[config.mk]
export PLATFORM = sky130hd
export DESIGN_NAME = multiplication
export DESIGN_NICKNAME = d
export VERILOG_FILES = /design/src/rtl/multiplication.sv
export SDC_FILE = /design/constraint.sdc
export NUM_CORES = 1
export LEC_CHECK = 0
export ABC_AREA = 1
export CAP_MARGIN = 10
export CORE_ASPECT_RATIO = 0.7
export CORE_MARGIN = 3
export CORE_UTILIZATION = 48
export DETAILED_ROUTE_END_ITERATION = 10
export PLACE_DENSITY = 0.72
export SYNTH_ARGS = -nofsm -noshare
export SYNTH_HDL_FRONTEND = slang
export SYNTH_SLANG_ARGS = --single-unit
[constraint.sdc]
create_clock -name clk -period 1.9 [get_ports clk]
set_input_delay 0.57 -clock clk [delete_from_list [all_inputs] [get_ports clk]]
set_output_delay 0.57 -clock clk [all_outputs]
set_load 0.005 [all_outputs]
[src/rtl/multiplication.sv]
// -----------------------------------------------------------------------------
// multiplication
//   Sequential shift-and-add unsigned multiplier for the calculator datapath.
//   It uses the same go/done handshake and operand names as the restoring
//   divider, so the calculator top level can use either unit.
//   Operands are captured on start. One multiplier bit is retired per clock.
//   The full-width product is presented together with done.
//
// Parameters
//   WIDTH  operand width in bits; the product is 2*WIDTH bits
//
// Ports
//   clk   in   1        single clock, rising edge
//   rst   in   1        synchronous active-low reset
//   go    in   1        start request (level), sampled only in IDLE
//   x     in   WIDTH    multiplicand, unsigned
//   y     in   WIDTH    multiplier, unsigned
//   p     out  2*WIDTH  registered product x*y
//   busy  out  1        high while loading or iterating
//   done  out  1        high while the result is being presented
// -----------------------------------------------------------------------------
module multiplication #(
   parameter int unsigned WIDTH = 4
) (
   input  logic               clk,
   input  logic               rst,
   input  logic               go,
   input  logic [WIDTH-1:0]   x,
   input  logic [WIDTH-1:0]   y,
   output logic [2*WIDTH-1:0] p,
   output logic               busy,
   output logic               done
);

   // The counter must be able to hold WIDTH itself.
   localparam int unsigned CNT_W = $clog2(WIDTH + 1);

   typedef enum logic [1:0] {
      StIdle = 2'd0,
      StLoad = 2'd1,
      StCalc = 2'd2,
      StDone = 2'd3
   } state_e;

   state_e             r_state;
   state_e             w_state_next;

   logic [WIDTH-1:0]   r_acc;
   logic [WIDTH-1:0]   r_mpr;
   logic [WIDTH-1:0]   r_mcand;
   logic [CNT_W-1:0]   r_count;
   logic [2*WIDTH-1:0] r_p;

   logic [WIDTH:0]     w_addend;
   logic [WIDTH:0]     w_sum;
   logic [2*WIDTH-1:0] w_shifted;
   logic               w_last;

   // ---------------------------------------------------------------------------
   // Datapath combinational terms
   // ---------------------------------------------------------------------------
   // The partial sum is WIDTH+1 bits wide, so the carry out of the add is kept.
   // The carry then shifts into the accumulator MSB.
   assign w_addend  = r_mpr[0] ? {1'b0, r_mcand} : '0;
   assign w_sum     = {1'b0, r_acc} + w_addend;
   // {sum, mpr} >> 1 with the vacated top bit dropped.
   assign w_shifted = {w_sum, r_mpr[WIDTH-1:1]};
   assign w_last    = (r_count == CNT_W'(1));

   // ---------------------------------------------------------------------------
   // FSM state register
   // ---------------------------------------------------------------------------
   always_ff @(posedge clk) begin
      if (!rst) begin
         r_state <= StIdle;
      end else begin
         r_state <= w_state_next;
      end
   end

   // ---------------------------------------------------------------------------
   // FSM next-state logic
   // ---------------------------------------------------------------------------
   always_comb begin
      w_state_next = r_state;
      unique case (r_state)
         StIdle: begin
            if (go) begin
               w_state_next = StLoad;
            end
         end
         StLoad: begin
            w_state_next = StCalc;
         end
         StCalc: begin
            // Always runs exactly WIDTH iterations; zero operands do not exit early.
            if (w_last) begin
               w_state_next = StDone;
            end
         end
         StDone: begin
            // go must be seen low before another start is accepted.
            if (!go) begin
               w_state_next = StIdle;
            end
         end
         default: begin
            w_state_next = StIdle;
         end
      endcase
   end

   // ---------------------------------------------------------------------------
   // Datapath registers
   // ---------------------------------------------------------------------------
   always_ff @(posedge clk) begin
      if (!rst) begin
         r_acc   <= '0;
         r_mpr   <= '0;
         r_mcand <= '0;
         r_count <= '0;
         r_p     <= '0;
      end else begin
         unique case (r_state)
            StLoad: begin
               r_mcand <= x;
               r_mpr   <= y;
               r_acc   <= '0;
               r_count <= CNT_W'(WIDTH);
            end
            StCalc: begin
               r_acc   <= w_shifted[2*WIDTH-1:WIDTH];
               r_mpr   <= w_shifted[WIDTH-1:0];
               r_count <= r_count - CNT_W'(1);
               // p only moves on the final iteration, so partial sums are never shown.
               if (w_last) begin
                  r_p <= w_shifted;
               end
            end
            default: begin
               // IDLE and DONE hold every datapath register.
            end
         endcase
      end
   end

   // ---------------------------------------------------------------------------
   // Outputs
   // ---------------------------------------------------------------------------
   // Both flags decode directly from the state register, so they are glitch-free.
   // They are also mutually exclusive.
   always_comb begin
      p    = r_p;
      busy = (r_state == StLoad) || (r_state == StCalc);
      done = (r_state == StDone);
   end

endmodule

# ---- Yosys cells after proc, flatten, opt, wreduce, memory -nomap -nowiden
# Index checks and enable logic that the tools add are counted.
# Widths: inputs -> output; s select.
dict set report totals {
  ff_bits 25
  in_bits 11
  output_inout_bits 10
  elab_cells 28
}
dict set report op_classes {
  addsub 2
  n_eq_ne 7
  muxes 8
  n_reduce_logical 5
}
# operator n
set ops {}
lappend ops {{$pmux 4 s2} 2}
lappend ops {{$pmux 2 s4} 1}
lappend ops {{$mux 2} 3}
lappend ops {{$ne 2x2->1 const B} 3}
lappend ops {{$pmux 3 s2} 1}
lappend ops {{$add 4x4->5} 1}
lappend ops {{$eq 2x2->1 const B} 2}
lappend ops {{$mux 4} 1}
lappend ops {{$eq 3x1->1 const B} 1}
lappend ops {{$reduce_and 3->1} 1}
lappend ops {{$sub 3x1->3 const B} 1}
lappend ops {{$eq 2x1->1 const B} 1}
lappend ops {{$logic_not 2->1} 1}
lappend ops {{$reduce_and 2->1} 1}
lappend ops {{$reduce_bool 2->1} 1}
lappend ops {{$logic_or 1x1->1} 1}

# ---- Longest topological paths before layout
# Gate-level depths: netlist of run 1.
dict set report logic_depth {
  ltp_word 3
  mapped_depth 10
  ltp_nobuf 10
}

# ---- Worst setup path after synthesis of run 1
# OpenSTA, ideal clock, no wires.
dict set report synth_timing {
  path_type {reg2reg}
  startpoint {register r_mpr[0]}
  endpoint {register r_acc[3]}
  setup_ns 0.122
  arrival_ns 1.330
  required_ns 1.778
  slack_ns 0.448
  stages_incl_launch_ff 9
  n_path_buf 0
  period_less_slack_ns 1.452
  cell_sequence {dfxtp_1 nand2_1 inv_1 ha_1 fa_1 nand2_1 a21oi_1 o21ai_0 a21oi_1}
}
dict set report synth_via {
  elab_chain_cells 3
}
# element line
set synth_rtl {}
lappend synth_rtl {{start: declaration} 49} ;# logic [WIDTH-1:0] r_mpr;
lappend synth_rtl {{start signal: assignment} 127} ;# r_mpr <= y;
lappend synth_rtl {{start signal: assignment} 133} ;# r_mpr <= w_shifted[WIDTH-1:0];
lappend synth_rtl {{$mux 4} 64} ;# assign w_addend = r_mpr[0] ? {1'b0, r_mcand} : '0;
lappend synth_rtl {{$add 4x4->5} 65} ;# assign w_sum = {1'b0, r_acc} + w_addend;
lappend synth_rtl {{$pmux 4 s2} 124} ;# unique case (r_state)
lappend synth_rtl {{end signal: assignment} 132} ;# r_acc <= w_shifted[2*WIDTH-1:WIDTH];
lappend synth_rtl {{end: declaration} 48} ;# logic [WIDTH-1:0] r_acc;
# Every way passes these cells.
# A chain may end at the register's enable or synchronous reset.

# ---- Final worst setup path of run 1
dict set report layout_timing {
  startpoint {register r_state[0]}
  endpoint {output port busy}
}
dict set report layout_via {
  elab_chain_cells 2
  word_cells_on_any_way 3
  classes_between {2 x eq/ne; 1 x reduce/logical}
}
# element line
set layout_rtl {}
lappend layout_rtl {{start: declaration} 45} ;# state_e r_state;
lappend layout_rtl {{start signal: assignment} 75} ;# r_state <= StIdle;
lappend layout_rtl {{start signal: assignment} 77} ;# r_state <= w_state_next;
lappend layout_rtl {{$eq 2x1->1 / $eq 2x2->1 (equally long branches)} 154} ;# busy = (r_state == StLoad) || (r_state == StCalc);
lappend layout_rtl {{$logic_or 1x1->1 (*)} 154}
lappend layout_rtl {{end: declaration} 31} ;# output logic busy,
# Every way passes the cells marked *; elsewhere a longest branch is shown, timed or not.

==> results of run 1 <==
## worst max-delay path by stage
stage / to / slack, ns / cells after the start
2_1_floorplan: r_acc[3] / 0.45 / 8
3_3_place_gp: busy / 0.11 / 3
3_5_place_dp: busy / 0.07 / 3
4_1_cts: busy / 0.09 / 3
5_1_grt: busy / 0.03 / 3
6_report: busy / 0.11 / 3
## flip-flops by register name (all words and copies together), names as in the netlist
name	cells
p	8
r_acc	4
r_count	3
r_mcand	4
r_mpr	4
r_state	2
## final cells by class
| cell class | count | area (um2) |
|---|---|---|
| Inverter | 29 | 109 |
| Multi-Input combinational cell | 114 | 638 |
| Timing Repair Buffer | 24 | 228 |
| Fill cell | 193 | 767 |
| Sequential cell | 25 | 503 |
| Clock buffer | 4 | 45.0 |
| Tap cell | 32 | 40.0 |
## routing by layer
metal	up-vias	GRT usage	part of all wire
met4	0	0.0337	0.0046
met3	2	0.0576	0.037
met2	16	0.276	0.47
li1	588	-	-
met1	500	0.229	0.48
met5	-	0	0
## critical path, delay by kind of cell, from the launching register on
family                     cells  cell delay (ns)
DFF                            1             0.33
buffers and inverters          2             0.32
adders and majority gates      1             0.30
## power by group through the flow
stage / combinational, mW / clock [mW] / sequential (mW)
after floorplan: 0.539 / 0 / 0.699
after global placement: 0.717 / 0 / 0.707
after detailed placement: 0.737 / 0 / 0.713
after CTS: 0.763 / 0.322 / 0.694
after global routing: 0.867 / 0.345 / 0.708
final: 0.762 / 0.310 / 0.694
## cells in the final DEF, fill, tap and decap left out
| cell type | count |
|---|---|
| o21ai_2 | 3 |
| nand2_1 | 33 |
| inv_2 | 1 |
| a21oi_2 | 2 |
| inv_1 | 27 |
| ha_1 | 11 |
| o221ai_1 | 1 |
| o21a_1 | 1 |
| fa_1 | 1 |
| clkbuf_1 | 1 |
| dlygate4sd2_1 | 2 |
| buf_4 | 4 |
| a21oi_1 | 11 |
| nor2_1 | 26 |
| nor2_4 | 1 |
| o22ai_1 | 1 |
| a2bb2oi_1 | 1 |
| nand3_1 | 7 |
| dfxtp_2 | 2 |
| xor2_1 | 2 |
| dfxtp_1 | 23 |
| o21ai_0 | 11 |
| clkbuf_8 | 3 |
| o21ai_1 | 2 |
| clkdlybuf4s50_1 | 18 |
| clkinv_1 | 1 |
## repair_timing
action | in CTS | in global routing
resized for setup | 4 | 0
setup endpoints to repair | 2 | 0
hold buffers | 0 | 0
buffers inserted | 2 | 0
endpoints found under the hold margin | 0 | 0
## logic make-up after synthesis
| family | Yosys count | share of synthesized area |
|---|---|---|
| buffers and inverters | 33 | 0.110 |
| DFF | 25 | 0.391 |
| xor gates and xnor gates | 2 | 0.0137 |
| AOI/OAI and AO/OA | 33 | 0.153 |
| and+or+nand+nor | 67 | 0.209 |
| adders and majority gates | 12 | 0.123 |
## metrics by stage
stage / utilization / instance area [um2]
2_1_floorplan: - / 1280
3_3_place_gp: 0.645 / 1500
3_5_place_dp: 0.645 / 1500
4_1_cts: 0.671 / 1560
5_1_grt: 0.671 / 1560
6_report: 0.671 / 1560
==> impl_results.md, run 1 <==
* Status: finished clean
* Comb pwr share at 0.431
* Final Cycle Share at 0.945
* Syn_nets at 195
* Synth cell types at 24
* Area leader, netlist: dfxtp_1
* CP peak stage delay at about 0.33 ns
* Number of buffers created by CTS at 3
* DRT antenna net count at 0
* CP required at approximately 1.3 ns
* MaxCap Viol Count at 0
* Via-to-Cell Ratio at 4.85
* Die Width at 67.7 um
* CORE AREA at 2330 um2
* Clk root buf: clkbuf_8
* Clk sinks at 25
* Vias in the first global route at a little over 1k
* Grt total ovfl at 0
* Dpl cells at 222
* Design Power at ~1.8 mW
* Critical path class: flip-flop to primary output
* Register share of total power at 0.393
* Hold Crit Endpoint: r_acc[2]
* Worst path slowest cell: dfxtp_2
* Type of origin of the critical path: flip-flop
* Hold depth at 2
* Register area share after synthesis at 0.391
* Final Hold Vio Count at 0
* Critical Path End Type: primary output
* # port buffers at 20
* Fin nets at between 200 and 250
* Top cells by count, synth: 33 x nand2_1, 27 x inv_1, 26 x nor2_1
* Syn Area/Cell at around 7.4 um2
* Max IR drop VDD at 871 uV
* Final hold slack at ~0.48 ns
* Max Freq at around 0.56 GHz
* Final wirelength at 2.59 mm
* Clock latency on the worst-skew pair at 0.27 ns
* Share of post-route cells with drive strength above 1 at 0.0816
* HPWL Detailed at around 2 mm
* Leakage Power at 0.775 nW
* Antenna violations before repair at 0
* Syn-to-layout area delta at 22.1%
* Reg-to-Reg End: r_acc[1]
* Post-synth EDFFs at 0
* Starting Density at 0.549
* Reg-to-reg setup timing slack at approximately 0.27 ns
* Pre-CTS WS at around 0.069 ns
* Min Tclk post-route at 1.79 ns
* Crit-path cells: inv_1, ha_1, dlygate4sd2_1
* Setup tns final at 0 ns
* CTS tree: yes
* Max_slew headroom at 0.755
* I/O pin count at 21
* # setup viols final at 0
* GP Congestion at 0.875
* Pwr Density at 1130 nW/um2
* Asr flop ratio synth at 0
* Slew @ Worst Pin at 0.366 ns
* Most numerous cell in the Yosys netlist: nand2_1
* Net Sw Power at 0.673 mW
* Critical path origin: r_state[0]
* Slew Limit Fails at 0
* FF+latch count, synth at 25
* Clock power frac at 0.175
* Fin cells at 228
* Detailed-route wire length per cell at 11.4 um
* Switching Share at 0.381
* Ys flop type: dfxtp_1
* WP data arrival at 1.22 ns
* Yosys Warn Count at 0
* Core Rows at 14
* Die Ht at 49.2 um
* Share of the synthesized area in the top cell type at 0.391
* Largest net degree at the start of global routing at 21
* Hold_sp: r_acc[2]
* Crit path max fanout at 3
* DR pass1 iterations at 4
* Worst-path clk slew at approximately 0.08 ns
* Overall Global Routing Usage at 0.174
* RSZ-0062 raised after global routing: no
* PnR worst setup slack at ~0.11 ns
* Hold crit path type: flip-flop to flip-flop
* Cell internal pwr at 1.09 mW
* Synth Cell Area at between 1000 and 1500 um2
* Post-synthesis cell count at about 170
* DIE AREA at 3330 um2
* Critical R2R Launch: r_mpr[0]
* ANT cells at 0
* Iter 0 DRT Violations at 45
* H-tree depth at 1
* R2r worst-path depth at 7
* Clock Skew at around 0.005 ns
* Largest cells by area after synthesis: dfxtp_1 39%, ha_1 11%, nand2_1 9.7%, inv_1 7.9%, nor2_1 7.6%
* DRC at 0
* Global-route wire length before repair at between 4 and 5 mm
* DR vias at 1106
* Clock Tree Buf Depth at 2
Note: power is estimated with default switching activity, not from simulation.
==> run 2: changes to the inputs <==
CORE_MARGIN = 1   (was 3)
==> impl_results.md, run 2 (same netlist as run 1, synthesis figures left out) <==
* Status: finished clean
* Starting Density at 0.513 (-0.0366)
* Max_slew headroom at 0.758 (+0.00310)
* Pre-CTS WS at 0.0711 ns (+0.00173 ns)
* # fillers at 229 (+19%)
* Final Instance Area at 1570 um2 (+0.16%)
* Min Tclk post-route at 1.80 ns (+0.00747 ns)
* Iter 0 DRT Violations at 61 (+36%)
* Critical path origin: r_state[0]
* ANT cells at 0 (unchanged)
* Reg-to-Reg End: r_acc[3]
* # port buffers at 20 (unchanged)
* Design Power at 1.78 mW (+0.57%)
* Antenna violations before repair at 0 (unchanged)
* I/O pin count at 21 (unchanged)
* Fin nets at 220 (unchanged)
* Hold buffers post-CTS at 0 (unchanged)
* GP Congestion at 0.781 (-11%)
* PnR worst setup slack at 0.0976 ns (-0.00747 ns)
* Hold_sp: r_mpr[1]
* Leakage Power at 0.775 nW (unchanged)
* Max IR drop VDD at 745 uV (-14%)
* Slew Limit Fails at 0 (unchanged)
* CTS tree: yes
* Clk root buf: clkbuf_8
* Clock latency on the worst-skew pair at 0.27 ns (about the same)
* Dpl cells at 224 (+0.90%)
* Post-place instance area at 1510 um2 (+0.17%)
* R2r worst-path depth at 8 (+1)
* Worst-path clk slew at 0.08 ns (about the same)
* Slew @ Worst Pin at 0.362 ns (-0.00464 ns)
* Max reg flops at 8 (unchanged)
* Global-route wire length before repair at 4.39 mm (-2.2%)
* Clock Skew at 0.00498 ns (+0.0000322 ns)
* # setup viols final at 0 (unchanged)
* Detailed-route wire length per cell at 10.8 um (-4.9%)
* Largest net degree at the start of global routing at 21 (unchanged)
* Register area at 503 um2 (unchanged)
* Final hold slack at 0.485 ns (+0.00949 ns)
* Clock Tree Buf Depth at 2 (unchanged)
* Grt total ovfl at 0 (unchanged)
* Type of origin of the critical path: flip-flop
* Crit path max fanout at 3 (unchanged)
* Fin cells at 230 (+0.88%)
* Die Ht at 45.2 um (-8.1%)
* Hold crit path type: flip-flop to flip-flop
* Core Rows at 15 (+1)
* Final Hold Vio Count at 0 (unchanged)
* Number of buffers created by CTS at 3 (unchanged)
* Die Width at 63.7 um (-5.9%)
* Max Freq at 0.555 GHz (-0.41%)
* Via-to-Cell Ratio at 4.88 (+0.65%)
* HPWL Detailed at 1.91 mm (-4.3%)
* Most common cell after layout, fill and taps aside: nand2_1
* H-tree depth at 1 (unchanged)
* Hold Crit Endpoint: p[0]
* Most frequent cells in the layout: 33 x nand2_1, 27 x inv_1, 26 x nor2_1, 23 x dfxtp_1, 18 x clkdlybuf4s50_1
* DRC at 0 (unchanged)
* Critical R2R Launch: r_mpr[0]
* Vias in the first global route at 1073 (+6.1%)
* CP required at 1.33 ns (about the same)
* Overall Global Routing Usage at 0.198 (+0.0241)
* DRT antenna net count at 0 (unchanged)
* MaxCap Viol Count at 0 (unchanged)
* Pwr Density at 1140 nW/um2 (+0.41%)
* Reg-to-reg setup timing slack at 0.30 ns (+0.03 ns)
* Hold depth at 2 (unchanged)
* Critical path class: flip-flop to primary output
* Share of post-route cells with drive strength above 1 at 0.0816 (unchanged)
* Final Util at 0.627 (-0.0437)
* RSZ-0062 raised after global routing: no
* WP data arrival at 1.23 ns (about the same)
* DIE AREA at 2880 um2 (-14%)
* Final Cycle Share at 0.949 (+0.00393)
* Syn-to-layout area delta at 22.3%
* Area of the multi-input gates at 638 um2 (unchanged)
* Clk sinks at 25 (unchanged)
* DR pass1 iterations at 4 (unchanged)
* Final wirelength at 2.48 mm (-4.0%)
* CORE AREA at 2500 um2 (+7.1%)
* DR vias at 1123 (+1.5%)
* Setup tns final at 0 ns (unchanged)
* Critical Path End Type: primary output
[run 2: cell counts in the layout (fill, tap and decap cells not counted)]
No cell type changed its count.
[run 2: final cells by class]
class,count,share of cell area
multi-input combinational,114,0.408
timing repair buffer,24,0.145
sequential,25,0.321
clock buffer,4,0.0288
tap,34,0.0272
inverter,29,0.0695
[run 2: worst max-delay path: stages (launching register included)]
cell           delay, ns
dfxtp_2             0.34
inv_1               0.06
ha_1                0.30
dlygate4sd2_1       0.26
[run 2: metal layers]
| metal | vias up | share of wire | GRT usage |
|---|---|---|---|
| met5 | - | 0 | 0 |
| met4 | 0 | 0.0085 | 0.0455 |
| met3 | 4 | 0.040 | 0.0606 |
| met2 | 16 | 0.46 | 0.353 |
| met1 | 518 | 0.49 | 0.240 |
| li1 | 585 | - | - |
[run 2: worst max-delay path by stage]
stage / slack, ns / to
CTS: 0.1 / busy
finish: 0.1 / busy
global route: 0.04 / busy
global placement: 0.12 / busy
floorplan: 0.45 / r_acc[3]
detailed placement: 0.07 / busy
[run 2: where the power goes]
group          switching (mW)  leakage (nW)  internal [mW]
sequential             0.0560         0.204          0.639
combinational           0.466         0.548          0.305
clock                   0.162        0.0228          0.150
[run 2: timing repair]
item | CTS | global route
hold endpoints to repair | 0 | 0
setup buffers | 2 | 0
resized for setup | 4 | 0
setup endpoints to repair | 2 | 0
==> run 3: changes to the inputs <==
ABC_CLOCK_PERIOD_IN_PS = 1900   (was default)
==> results of run 3 <==
Same layout as run 2: the final DEF is identical, and so are final timing and power.
